==> src/rtl/seven_seg_scanner_if.sv <==
// Load-side handshake for the seven-segment scanner: a 16-bit hex value plus
// per-digit decimal points, transferred on load_valid && load_ready.
interface seven_seg_scanner_if;
  logic        load_valid;
  logic        load_ready;
  logic [15:0] load_value;
  logic [3:0]  load_dp;

  modport master (
    output load_valid,
    output load_value,
    output load_dp,
    input  load_ready
  );

  modport slave (
    input  load_valid,
    input  load_value,
    input  load_dp,
    output load_ready
  );
endinterface

==> src/rtl/seven_seg_scanner.sv <==
// Four-digit multiplexed seven-segment scanner. Each digit slot is an optional
// all-dark blanking phase followed by a lit phase; four slots form a frame.
// New values land in a pending buffer and are promoted to the displayed value
// only on the last cycle of a frame, so a frame never mixes two values.
module seven_seg_scanner #(
  parameter int ON_CYCLES    = 50000,
  parameter int BLANK_CYCLES = 2000
) (
  input  logic                      clk,
  input  logic                      rst,
  seven_seg_scanner_if.slave        load_if,
  input  logic                      lz_en,
  output logic                      x3,
  output logic                      x2,
  output logic                      x1,
  output logic                      x0,
  output logic                      dp_n,
  output logic [3:0]                an_n,
  output logic                      frame_tick
);

  localparam bit HAS_BLANK = (BLANK_CYCLES > 0);
  localparam int CNT_MAX   = (ON_CYCLES > BLANK_CYCLES) ? ON_CYCLES : BLANK_CYCLES;
  localparam int CNT_W     = (CNT_MAX > 1) ? $clog2(CNT_MAX) : 1;

  typedef enum logic {
    ST_BLANK = 1'b0,
    ST_ON    = 1'b1
  } state_t;

  localparam state_t RST_STATE = HAS_BLANK ? ST_BLANK : ST_ON;

  // Scan state
  state_t           r_state;
  logic [1:0]       r_idx;
  logic [CNT_W-1:0] r_cnt;

  // Displayed and pending values
  logic [15:0] r_act_val;
  logic [3:0]  r_act_dp;
  logic [15:0] r_pend_val;
  logic [3:0]  r_pend_dp;
  logic        r_load_ready;

  // Registered display outputs
  logic [3:0] r_an_n;
  logic [3:0] r_x;
  logic       r_dp_n;
  logic       r_frame_tick;

  // Next-state and output-decode nets
  state_t           w_state_nx;
  logic [1:0]       w_idx_nx;
  logic [CNT_W-1:0] w_cnt_nx;
  logic             w_boundary;
  logic             w_apply;
  logic             w_take;
  logic [15:0]      w_act_val_nx;
  logic [3:0]       w_act_dp_nx;
  logic [3:0]       w_nib;
  logic             w_upper_zero;
  logic             w_sup;
  logic             w_lit;
  logic             w_tick_nx;

  // Slot sequencing: count out each phase, then step to the next phase/digit.
  // NOTE: every combinational output gets a default first, so no path leaves it unassigned and no latch is inferred.
  always_comb begin
    w_state_nx = r_state;
    w_idx_nx   = r_idx;
    w_cnt_nx   = r_cnt + CNT_W'(1);
    case (r_state)
      ST_BLANK: begin
        if (r_cnt == CNT_W'(BLANK_CYCLES - 1)) begin
          w_state_nx = ST_ON;
          w_cnt_nx   = '0;
        end
      end
      ST_ON: begin
        if (r_cnt == CNT_W'(ON_CYCLES - 1)) begin
          w_cnt_nx   = '0;
          w_idx_nx   = r_idx + 2'd1;
          w_state_nx = HAS_BLANK ? ST_BLANK : ST_ON;
        end
      end
      default: begin
        w_state_nx = RST_STATE;
      end
    endcase
  end

  // Frame boundary is the final lit cycle of digit 3.
  assign w_boundary = (r_state == ST_ON) && (r_idx == 2'd3) &&
                      (r_cnt == CNT_W'(ON_CYCLES - 1));
  assign w_apply    = w_boundary && !r_load_ready;
  assign w_take     = load_if.load_valid && r_load_ready;

  // Outputs are decoded from the value that will be active next cycle, so a
  // promotion at the boundary shows up on the very first cycle of digit 0.
  assign w_act_val_nx = w_apply ? r_pend_val : r_act_val;
  assign w_act_dp_nx  = w_apply ? r_pend_dp  : r_act_dp;

  // Select the nibble for the upcoming digit and decide leading-zero blanking.
  always_comb begin
    w_nib        = w_act_val_nx[3:0];
    w_upper_zero = 1'b0;
    case (w_idx_nx)
      2'd0: begin
        w_nib        = w_act_val_nx[3:0];
        w_upper_zero = 1'b0;
      end
      2'd1: begin
        w_nib        = w_act_val_nx[7:4];
        w_upper_zero = (w_act_val_nx[15:4] == 12'h000);
      end
      2'd2: begin
        w_nib        = w_act_val_nx[11:8];
        w_upper_zero = (w_act_val_nx[15:8] == 8'h00);
      end
      default: begin
        w_nib        = w_act_val_nx[15:12];
        w_upper_zero = (w_act_val_nx[15:12] == 4'h0);
      end
    endcase
  end

  assign w_sup     = lz_en && w_upper_zero && !w_act_dp_nx[w_idx_nx];
  assign w_lit     = (w_state_nx == ST_ON) && !w_sup;
  assign w_tick_nx = (w_state_nx == ST_ON) && (w_idx_nx == 2'd3) &&
                     (w_cnt_nx == CNT_W'(ON_CYCLES - 1));

  // Scan FSM with registered display outputs for the state being entered.
  // NOTE: sequential state uses non-blocking assignment so every register samples pre-edge values.
  always_ff @(posedge clk or posedge rst) begin
    if (rst) begin
      r_state      <= RST_STATE;
      r_idx        <= 2'd0;
      r_cnt        <= '0;
      r_an_n       <= 4'b1111;
      r_x          <= 4'h0;
      r_dp_n       <= 1'b1;
      r_frame_tick <= 1'b0;
    end else begin
      r_state      <= w_state_nx;
      r_idx        <= w_idx_nx;
      r_cnt        <= w_cnt_nx;
      r_an_n       <= w_lit ? ~(4'b0001 << w_idx_nx) : 4'b1111;
      r_x          <= w_nib;
      r_dp_n       <= w_lit ? ~w_act_dp_nx[w_idx_nx] : 1'b1;
      r_frame_tick <= w_tick_nx;
    end
  end

  // Double buffer: accept into pending when empty, promote at the frame boundary.
  // NOTE: the data registers are reset too, because a mid-frame reset must show 0 rather than stale digits.
  always_ff @(posedge clk or posedge rst) begin
    if (rst) begin
      r_act_val    <= 16'h0000;
      r_act_dp     <= 4'b0000;
      r_pend_val   <= 16'h0000;
      r_pend_dp    <= 4'b0000;
      r_load_ready <= 1'b1;
    end else begin
      r_act_val <= w_act_val_nx;
      r_act_dp  <= w_act_dp_nx;
      if (w_apply) begin
        r_load_ready <= 1'b1;
      end else if (w_take) begin
        r_pend_val   <= load_if.load_value;
        r_pend_dp    <= load_if.load_dp;
        r_load_ready <= 1'b0;
      end
    end
  end

  assign load_if.load_ready = r_load_ready;
  assign {x3, x2, x1, x0}   = r_x;
  assign dp_n               = r_dp_n;
  assign an_n               = r_an_n;
  assign frame_tick         = r_frame_tick;

endmodule

==> src/flat_wrapper.sv <==
// flat-port wrapper written by rule: the top's interface ports become plain ports
module seven_seg_scanner_flat 
#(
  parameter int ON_CYCLES    = 50000,
  parameter int BLANK_CYCLES = 2000
)
  (clk, rst, lz_en, x3, x2, x1, x0, dp_n, an_n, frame_tick, load_if_load_valid, load_if_load_value, load_if_load_dp, load_if_load_ready);
  seven_seg_scanner_if load_if_i ();
  input  logic clk;
  input  logic rst;
  input  logic lz_en;
  output logic x3;
  output logic x2;
  output logic x1;
  output logic x0;
  output logic dp_n;
  output logic [3:0] an_n;
  output logic frame_tick;
  input wire logic [$bits(load_if_i.load_valid)-1:0] load_if_load_valid;
  input wire logic [$bits(load_if_i.load_value)-1:0] load_if_load_value;
  input wire logic [$bits(load_if_i.load_dp)-1:0] load_if_load_dp;
  output wire logic [$bits(load_if_i.load_ready)-1:0] load_if_load_ready;
  assign load_if_i.load_valid = load_if_load_valid;
  assign load_if_i.load_value = load_if_load_value;
  assign load_if_i.load_dp = load_if_load_dp;
  assign load_if_load_ready = load_if_i.load_ready;
  seven_seg_scanner #(.ON_CYCLES(ON_CYCLES), .BLANK_CYCLES(BLANK_CYCLES)) u_core (.clk(clk), .rst(rst), .load_if(load_if_i), .lz_en(lz_en), .x3(x3), .x2(x2), .x1(x1), .x0(x0), .dp_n(dp_n), .an_n(an_n), .frame_tick(frame_tick));
endmodule
==> config.mk <==
export PLATFORM = sky130hd
export DESIGN_NAME = seven_seg_scanner_flat
export DESIGN_NICKNAME = d
export VERILOG_FILES = /design/src/rtl/seven_seg_scanner_if.sv /design/src/rtl/seven_seg_scanner.sv /design/src/flat_wrapper.sv
export SDC_FILE = /design/constraint.sdc
export NUM_CORES = 1
export LEC_CHECK = 0
export ABC_AREA = 1
export CORE_ASPECT_RATIO = 2
export CORE_MARGIN = 8
export CORE_UTILIZATION = 50
export CTS_BUF_LIST = sky130_fd_sc_hd__clkbuf_4 sky130_fd_sc_hd__clkbuf_8
export DETAILED_ROUTE_END_ITERATION = 8
export GPL_TIMING_DRIVEN = 0
export PLACE_DENSITY = 0.83
export SLEW_MARGIN = 0
export SYNTH_ARGS = -nofsm -noshare
export SYNTH_HDL_FRONTEND = slang
export SYNTH_SLANG_ARGS = --single-unit
==> constraint.sdc <==
create_clock -name clk -period 4.6 [get_ports clk]
set_clock_uncertainty 0.2 [all_clocks]
set_input_delay 0.46 -clock clk [delete_from_list [all_inputs] [get_ports clk]]
set_output_delay 0.46 -clock clk [all_outputs]
set_load 0.005 [all_outputs]
---- Word-level counts from Yosys, hierarchy flattened ----
Index checks and enable logic that the tools add are counted.
storage, ports and cells
  flip-flop bits (word level) ............. 70
  input bits .............................. 24
  output and inout port bits .............. 11
operators by class
  bitwise logic cells ..................... 4
  reduce and logical (&&, ||, !) cells .... 18
  shift-type cells ........................ 1
  mux-type cells .......................... 18
  add/sub/neg operators ................... 2
  equality and inequality tests ........... 7
  order comparisons ....................... 1
operators by type and width
  kind                   count
  $mux 16                3
  $eq 16x16->1 const B   2
  $pmux 16 s2            1
  $add 16x1->16 const B  1
  $eq 16x11->1 const B   1
  $logic_not 12->1       1
  $pmux 4 s3             1
  $logic_and 1x1->1      9
  $logic_not 8->1        1
  $mux 4                 2
  $eq 2x2->1 const B     3
  $mux 1                 6
  $logic_not 4->1        1
  $mux 2                 2
  $not 4->4              1
  $shl 1x2->4 const A    1
  $logic_not 1->1        3
  $lt 2x3->1 const B     1
  $not 1->1              3
  $pmux 1 s3             1
  $add 2x1->2 const B    1
  $bmux 1 s2             1
  $eq 2x1->1 const B     1
  $logic_not 2->1        1
  3 further kinds        3

---- Logic depth before layout (Yosys ltp) ----
Gate-level depths: netlist of run 1.
  depth after elaboration ................. 12
  depth in mapped cells ................... 15
  depth with buffers taken out ............ 14

---- Worst setup path before layout of run 1 ----
Ideal clock, no wire load.
  path type ............................... register -> register
  start ................................... register u_core.r_cnt[0]
  end ..................................... register u_core.r_an_n[0] (netlist: u_core.an_n[0])
  path slack .............................. 2648 ps
  buffers on the path ..................... 1
  clock period less this slack ............ 1952 ps
  library setup time ...................... 64 ps
  cell stages (with the launch flop) ...... 13
  required time ........................... 4336 ps
  arrival ................................. 1689 ps
  cells stage by stage .................... dfrtp_1 ha_1 nand3_4 nor2_4 buf_6 nand4_4 nand2_4 nor2_2 nand2_1 nand2_1 nor2_2 nand3_2 nand3_1
on the way
  elaborated cells between the ends (all ways) .. 28
RTL lines
  what                                                         line                                                source
  start, declared                                              seven_seg_scanner.sv:36                             logic [CNT_W-1:0] r_cnt;
  start signal, assigned                                       seven_seg_scanner.sv:146                            r_cnt <= w_cnt_nx;
  $eq 16x16->1 (*)                                             seven_seg_scanner.sv:80                             if (r_cnt == CNT_W'(ON_CYCLES - 1)) begin
  $mux 2 (*)                                                   seven_seg_scanner.sv:80
  $mux 2 (*)                                                   seven_seg_scanner.sv:72                             case (r_state)
  net u_core.w_idx_nx[0]                                       seven_seg_scanner.sv:53                             logic [1:0] w_idx_nx;
  $eq 2x2->1 (tied with other cells)                           seven_seg_scanner.sv:107                            case (w_idx_nx)
  $pmux 1 s3 / $mux 1 (equally long branches)                  seven_seg_scanner.sv:107, seven_seg_scanner.sv:127
  $logic_and 1x1->1 / $logic_not 1->1 (equally long branches)  seven_seg_scanner.sv:127                            assign w_sup = lz_en && w_upper_zero && !w_act_dp_nx[w_idx_nx];
  $logic_and 1x1->1                                            seven_seg_scanner.sv:127
  $logic_not 1->1                                              seven_seg_scanner.sv:128                            assign w_lit = (w_state_nx == ST_ON) && !w_sup;
  $logic_and 1x1->1                                            seven_seg_scanner.sv:128
  $mux 4 (*)                                                   seven_seg_scanner.sv:147                            r_an_n <= w_lit ? ~(4'b0001 << w_idx_nx) : 4'b1111;
  end signal, assigned                                         seven_seg_scanner.sv:147
  end, declared                                                seven_seg_scanner.sv:46                             logic [3:0] r_an_n;
The timed path passes the listed nets; every way through them passes the cells marked *. The select of a mux whose other input is x is not followed.
A chain may end at the register's enable or synchronous reset.

---- Worst setup path in the final report of run 1 ----
  start ................................... register u_core.r_cnt[0]
  end ..................................... register u_core.r_frame_tick (netlist: u_core.frame_tick)
on the way
  elaborated cells between the ends (all ways) .. 15
RTL lines
  what                                                 line                                              source
  $eq 16x16->1 / $eq 16x11->1 (equally long branches)  seven_seg_scanner.sv:80, seven_seg_scanner.sv:74
  $mux 1, on equally long branches                     seven_seg_scanner.sv:80, seven_seg_scanner.sv:74
  $pmux 1 s2 (*)                                       seven_seg_scanner.sv:72
  net u_core.w_state_nx                                seven_seg_scanner.sv:52                           state_t w_state_nx;
  $logic_and 1x1->1 (*) (2 in series)                  seven_seg_scanner.sv:129                          assign w_tick_nx = (w_state_nx == ST_ON) && (w_idx_nx == 2'd3) &&
  net u_core.w_tick_nx                                 seven_seg_scanner.sv:64                           logic w_tick_nx;
  end signal, assigned                                 seven_seg_scanner.sv:150                          r_frame_tick <= w_tick_nx;
  end, declared                                        seven_seg_scanner.sv:49                           logic r_frame_tick;
The timed path passes the listed nets; every way through them passes the cells marked *.

==> flow_metrics.env, run 1 <==
export IMPL_worstPathArrival_ps=2500
export IMPL_cts_buffers=9
export IMPL_worstHoldPathType="in2async"
export IMPL_cts_setup_buffers=0
export IMPL_postPlaceCellArea_mm2=0.00387
export IMPL_cts_hold_buffers=0
export IMPL_worstPathMaxFanout=10
export IMPL_numClockSinks=70
export IMPL_seq_area_mm2=0.00176
export IMPL_ff2ff_setup_slack_ps=2190
export IMPL_timing_rr_start="u_core.r_cnt[0]"
export IMPL_dpl_hpwl_um=6120
export IMPL_routabilityCongestion=0.893
export IMPL_routed_via_count=2748
export IMPL_synthCells=391
export IMPL_path_cells="ha_1, nand3_4, nor2_4, buf_6, nand3_4, nand2_2, nand2_1, nor2_1, nand2_1, nor2_1, nand4_1, nor2_1"
export IMPL_cts_repair_resized=0
export IMPL_layout_common_cells="nand2_1 (92), dfrtp_1 (64), inv_1 (50)"
export IMPL_critPathLaunchType="flop"
export IMPL_cts_root_buf="clkbuf_8"
export IMPL_grt_pass1_wl_um=13500
export IMPL_synth_edf_count=0
export IMPL_layout_nets=463
export IMPL_firstDrtPassIters=5
export IMPL_area_growth_pct=19.4
export IMPL_vdd_drop_max_mv=0.227
export IMPL_design_area_mm2=0.00406
export IMPL_synthesis_nets=417
export IMPL_grtUsageTotal_pct=18.0
export IMPL_drt_iter0_markers=144
export IMPL_cp_slowest_stage_delay_ps=390
export IMPL_dieHeight_um=133
export IMPL_final_antenna_net_count=0
export IMPL_required_ps=4690
export IMPL_fin_total_pwr_mw=1.18
export IMPL_critical_path_buf_inv_count=1
export IMPL_wl_per_cell_um=14.8
export IMPL_rsz0062_at_grt="false"
export IMPL_synth_avg_cell_area_um2=8.70
export IMPL_outcome="finished, final reports clean"
export IMPL_cpLargestDelayFamily="simple AND/OR/NAND/NOR gates"
export IMPL_drv_slew=0
export IMPL_place_inst=514
export IMPL_die_w_um=74.3
export IMPL_yosysSeqAreaShare_pct=51.7
export IMPL_clock_fmax_mhz=415
export IMPL_drv_cap=0
export IMPL_clkLatencyLatePin_ps=350
export IMPL_multiInputGateArea_mm2=0.00137
export IMPL_utilization_pct=61.3
export IMPL_crit_path_frequent_cell="nor2_1"
export IMPL_max_slew_worst_pin_slew_ps=554
export IMPL_diodes=0
export IMPL_p_leak_nw=1.97
export IMPL_grt_max_degree=46
export IMPL_reg2reg_depth=12
export IMPL_worstReg2RegEnd="u_core.frame_tick"
export IMPL_drt_total_wl_um=7860
export IMPL_yosys_most_used_dff="dfrtp_1"
export IMPL_crit_slowest_cell="dfrtp_1"
export IMPL_cts_clk_slew_worst_paths_ps=80
export IMPL_grt_pass1_vias=3026
export IMPL_grt_overflow=0
export IMPL_ys_async_sr_fraction_pct=100
export IMPL_place_ws_ps=2180
export IMPL_critPathCaptureType="flop"
export IMPL_start_util_pct=51.4
export IMPL_cts_tree="built"
export IMPL_whs_ps=271
export IMPL_rows=42
export IMPL_period_minus_slack_ps=2410
export IMPL_post_route_period_util_pct=52.3
export IMPL_vias_per_cell=5.18
export IMPL_yosysUniqueCellTypes=37
export IMPL_die_area_mm2=0.00986
export IMPL_ys_warn_count=0
export IMPL_power_density_mw_per_mm2=291
export IMPL_final_setup_viol_count=0
export IMPL_antenna_found_initial=0
export IMPL_drive_above_1_share_pct=14.9
export IMPL_coreArea_mm2=0.00662
export IMPL_port_buffers=34
export IMPL_finalSetupTns_ps=0
export IMPL_drc=0
export IMPL_final_cells=530
export IMPL_max_slew_margin_pct=63.0
export IMPL_netlist_area_mm2=0.00340
export IMPL_worstSetupPathType="reg2reg"
export IMPL_fillers=601
export IMPL_finalWorstSetupSlack_ps=2190
export IMPL_h_tree_depth=3
export IMPL_clockBufferDepth=2
export IMPL_final_common_cell="nand2_1"
export IMPL_hold_viol=0
export IMPL_num_io_pins=35
export IMPL_ys_ff_latch=70
## cell type report
cell class | instances | area share [%]
multi-input combinational | 258 | 33.7
timing repair buffer | 35 | 8.87
buffer | 9 | 1.69
sequential | 70 | 43.3
inverter | 54 | 5.02
clock inverter | 5 | 1.23
clock buffer | 11 | 3.42
tap | 88 | 2.71
## worst max path at each step
stage	from	end	slack, ps	depth (start not counted)
6_report	u_core.r_cnt[0]	u_core.frame_tick	2190	12
5_1_grt	u_core.r_cnt[0]	u_core.an_n[0]	1940	12
4_1_cts	u_core.r_cnt[0]	u_core.an_n[0]	2220	12
3_5_place_dp	load_if_load_valid	u_core.r_pend_val[7]	2180	5
3_3_place_gp	rst	u_core.r_pend_val[2]	1140	2
2_1_floorplan	rst	u_core.frame_tick	2180	1
## registers in the layout, indices dropped and copies added, names as in the netlist
signal,cells
u_core.r_pend_dp,4
u_core.load_if.load_ready,1
u_core.r_act_dp,4
u_core.frame_tick,1
u_core.r_pend_val,16
u_core.r_cnt,16
u_core.r_x,4
u_core.r_idx,2
u_core.r_act_val,16
u_core.an_n,4
u_core.r_state,1
u_core.dp_n,1
## kinds of logic (layout without fill, tap and decap cells)
family          Yosys count  in the layout  synth area share [%]
mux                       7              7                  2.32
xor+xnor                  6              6                  1.54
buf+inv                  63            114                  8.02
compound gates           34             34                  5.41
simple gates            209            209                  30.3
flops                    70             70                  51.7
fa+ha+maj                 2              2                 0.735
## metal layers
layer / up-vias / part of all wire, % / global-route usage, %
met4: 0 / 6.9 / 16.4
met5: - / 0 / 0
li1: 1339 / - / -
met1: 1290 / 35 / 16.2
met2: 81 / 55 / 31.3
met3: 38 / 3.3 / 3.71
## power breakdown
| group | internal [mW] | total [mW] | switching (mW) |
|---|---|---|---|
| combinational | 0.0301 | 0.0575 | 0.0274 |
| sequential | 0.636 | 0.643 | 0.00718 |
| clock | 0.259 | 0.481 | 0.223 |
## synthesized netlist by cell type (2+ instances only)
cell type	number	area, um2
o21bai_1	2	15.0
nand3_4	3	52.6
dfstp_2	6	158
nand3_1	18	90.1
o21ai_1	11	55.1
o21ai_0	5	25.0
xor2_1	5	43.8
buf_6	4	45.0
nor2_1	49	184
nand4_1	19	119
nand2_2	7	43.8
a21oi_1	13	65.1
dfrtp_1	64	1600
clkbuf_1	3	11.3
nor2_2	6	37.5
inv_1	51	191
nand2_1	92	345
nand2_4	2	22.5
nor3_1	2	10.0
nand3_2	2	20.0
ha_1	2	25.0
mux2_2	7	78.8
nor2_4	4	45.0
## worst reg2reg max path, stage by stage, from the launching register on
cell and delay, ps:
dfrtp_1 390, ha_1 240, nand3_4 150, nor2_4 210
buf_6 180, nand3_4 110, nand2_2 200, nand2_1 80
nor2_1 90, nand2_1 60, nor2_1 200, nand4_1 140
nor2_1 110
Note: power is estimated with default switching activity, not from simulation.
==> inputs of run 2 (changes only) <==
--- a/config.mk
+++ b/config.mk
@@ -12,7 +12,7 @@
 export CTS_BUF_LIST = sky130_fd_sc_hd__clkbuf_4 sky130_fd_sc_hd__clkbuf_8
 export DETAILED_ROUTE_END_ITERATION = 8
 export GPL_TIMING_DRIVEN = 0
-export PLACE_DENSITY = 0.83
+export PLACE_DENSITY = 0.85
 export SLEW_MARGIN = 0
 export SYNTH_ARGS = -nofsm -noshare
 export SYNTH_HDL_FRONTEND = slang
==> constraint.sdc (replaced) <==
create_clock -name clk -period 2.1 [get_ports clk]
set_clock_uncertainty 0.2 [all_clocks]
set_input_delay 0.21 -clock clk [delete_from_list [all_inputs] [get_ports clk]]
set_output_delay 0.21 -clock clk [all_outputs]
set_load 0.005 [all_outputs]
==> run 2 against run 1 <==
The run now ends with negative setup slack left; via count grew 21%; largest cell class unchanged; critical path depth did not move; routed wire length increased by 48%; sequential cell count unchanged.
==> flow_metrics.env, run 2 (synthesis results as in run 1) <==
export IMPL_power_density_mw_per_mm2=594
export IMPL_worstHoldPathType="in2async"
export IMPL_drt_total_wl_um=11700
export IMPL_cts_hold_buffers=0
export IMPL_cts_buffers=9
export IMPL_h_tree_depth=3
export IMPL_largestRegisters="u_core.r_act_val x16, u_core.r_cnt x16, u_core.r_pend_val x16"
export IMPL_final_antenna_net_count=0
export IMPL_multiInputGateArea_mm2=0.00158
export IMPL_hold_viol=0
export IMPL_drt_iter0_markers=271
export IMPL_grt_pass1_vias=3430
export IMPL_numClockSinks=70
export IMPL_worstPathMaxFanout=5
export IMPL_p_sw_share_pct=22.3
export IMPL_coreArea_mm2=0.00662
export IMPL_max_slew_worst_pin_slew_ps=908
export IMPL_combPwrFrac_pct=4.7
export IMPL_clockBufferDepth=2
export IMPL_grt_max_degree=42
export IMPL_cts_clk_slew_worst_paths_ps=80
export IMPL_required_ps=2190
export IMPL_fillers=469
export IMPL_p_leak_nw=2.25
export IMPL_layout_nets=504
export IMPL_drc=0
export IMPL_finalSetupTns_ps=-1650
export IMPL_clkLatencyLatePin_ps=370
export IMPL_layout_common_cells="nand2_1 (74), dfrtp_1 (61), inv_1 (47)"
export IMPL_drive_above_1_share_pct=30.6
export IMPL_final_setup_viol_count=11
export IMPL_dpl_hpwl_um=6090
export IMPL_area_growth_pct=37.2
export IMPL_finalWorstSetupSlack_ps=-301
export IMPL_start_util_pct=51.4
export IMPL_rsz0062_at_grt="true"
export IMPL_power_switching_uw=619
export IMPL_seq_area_mm2=0.00176
export IMPL_drv_cap=0
export IMPL_dieHeight_um=133
export IMPL_worstPathArrival_ps=2490
export IMPL_period_minus_slack_ps=2400
export IMPL_die_w_um=74.3
export IMPL_critPathCaptureType="flop"
export IMPL_power_frac_seq_pct=50.8
export IMPL_wl_per_cell_um=20.4
export IMPL_internal_power_mw=2.15
export IMPL_port_buffers=34
export IMPL_grtUsageTotal_pct=22.5
export IMPL_outcome="complete, but fails checks"
export IMPL_place_ws_ps=-305
export IMPL_worstSetupPathType="reg2reg"
export IMPL_num_io_pins=35
export IMPL_diodes=0
export IMPL_final_common_cell="nand2_1"
export IMPL_max_slew_margin_pct=39.3
export IMPL_rows=42
export IMPL_violations="negative setup slack"
export IMPL_cts_tree="built"
export IMPL_firstDrtPassIters=7
export IMPL_die_area_mm2=0.00986
export IMPL_pwr_share_clk_pct=44.4
export IMPL_grt_pass1_wl_um=16700
export IMPL_critPathLaunchType="flop"
export IMPL_post_route_period_util_pct=114
export IMPL_antenna_found_initial=0
export IMPL_clock_fmax_mhz=416
export IMPL_vias_per_cell=5.81
export IMPL_routed_via_count=3318
export IMPL_drv_slew=0
export IMPL_cts_root_buf="clkbuf_8"
export IMPL_grt_overflow=0
export IMPL_routabilityCongestion=0.928
export IMPL_vdd_drop_max_mv=0.495
[run 2: cell count changes in the layout (fill, tap and decap cells not counted), moves of 3 or more]
cell / delta
buf_6: +6
dfrtp_1: -3
dfrtp_2: +3
nand2_1: -18
nand3_1: -5
nand3_2: +4
nor2_4: +8
nor2_1: -7
inv_1: -3
clkinvlp_4: +3
nand2_2: +11
buf_4: +35
nand2_4: +5
[run 2: what timing repair did]
item	CTS	global route
setup buffers	28	13
endpoints found under the setup margin	10	11
pin swaps	26	4
resized for setup	37	32
[run 2: layout make-up]
class,count,share of cell area [%]
sequential,70,37.8
multi-input combinational,258,33.9
timing repair buffer,76,15.0
inverter,54,4.56
clock buffer,10,2.95
tap,88,2.36
clock inverter,6,1.82
buffer,9,1.61
[run 2: worst paths after layout]
path                                          from                        end  slack, ps  cells past startpoint
worst max register to register     u_core.r_cnt[1]          u_core.frame_tick       -300                     12
worst min-delay path                           rst           u_core.r_cnt[13]        190                      2
worst max-delay path               u_core.r_cnt[1]          u_core.frame_tick       -300                     12
max in group asynchronous                      rst             u_core.an_n[3]        820                      3
min in group clk                load_if_load_valid  u_core.load_if.load_ready        210                      2
worst min register to register  u_core.r_act_dp[3]         u_core.r_act_dp[3]        310                      2
[run 2: metal layers]
metal | track usage (%) | routed length (um) | up-vias
met4 | 18.8 | 881 | 0
li1 | - | - | 1421
met5 | 0 | 0 | -
met2 | 39.2 | 6290 | 218
met1 | 20.6 | 3730 | 1599
met3 | 5.68 | 772 | 80
[run 2: metrics by stage]
step	total power, mW	util, %	cell area [um2]	cells	hold slack (ps)
after global routing	2.87	70.5	4670	571	237
after detailed placement	1.56	58.5	3880	514	261
final	2.77	70.5	4670	571	186
after CTS	2.77	67.7	4480	558	214
after floorplan	1.49	-	3410	391	73.0
after global placement	1.55	58.2	3860	513	248
[run 2: power groups by stage]
stage	logic, mW	registers, mW	clock network, mW
finish	0.132	1.41	1.23
global route	0.149	1.41	1.30
CTS	0.132	1.41	1.23
detailed placement	0.130	1.43	0
global placement	0.120	1.43	0
floorplan	0.0646	1.43	0
[run 2: critical path: stages, from the launching register on]
cell and delay (ps):
dfrtp_1 400, buf_4 130, buf_4 90, nand2_1 60, nor2_2 250, nand2_1 250
nor2_1 170, inv_1 80, nand4_1 170, nand3_1 100, nor2_1 140, nand4_1 150
nor2_1 150
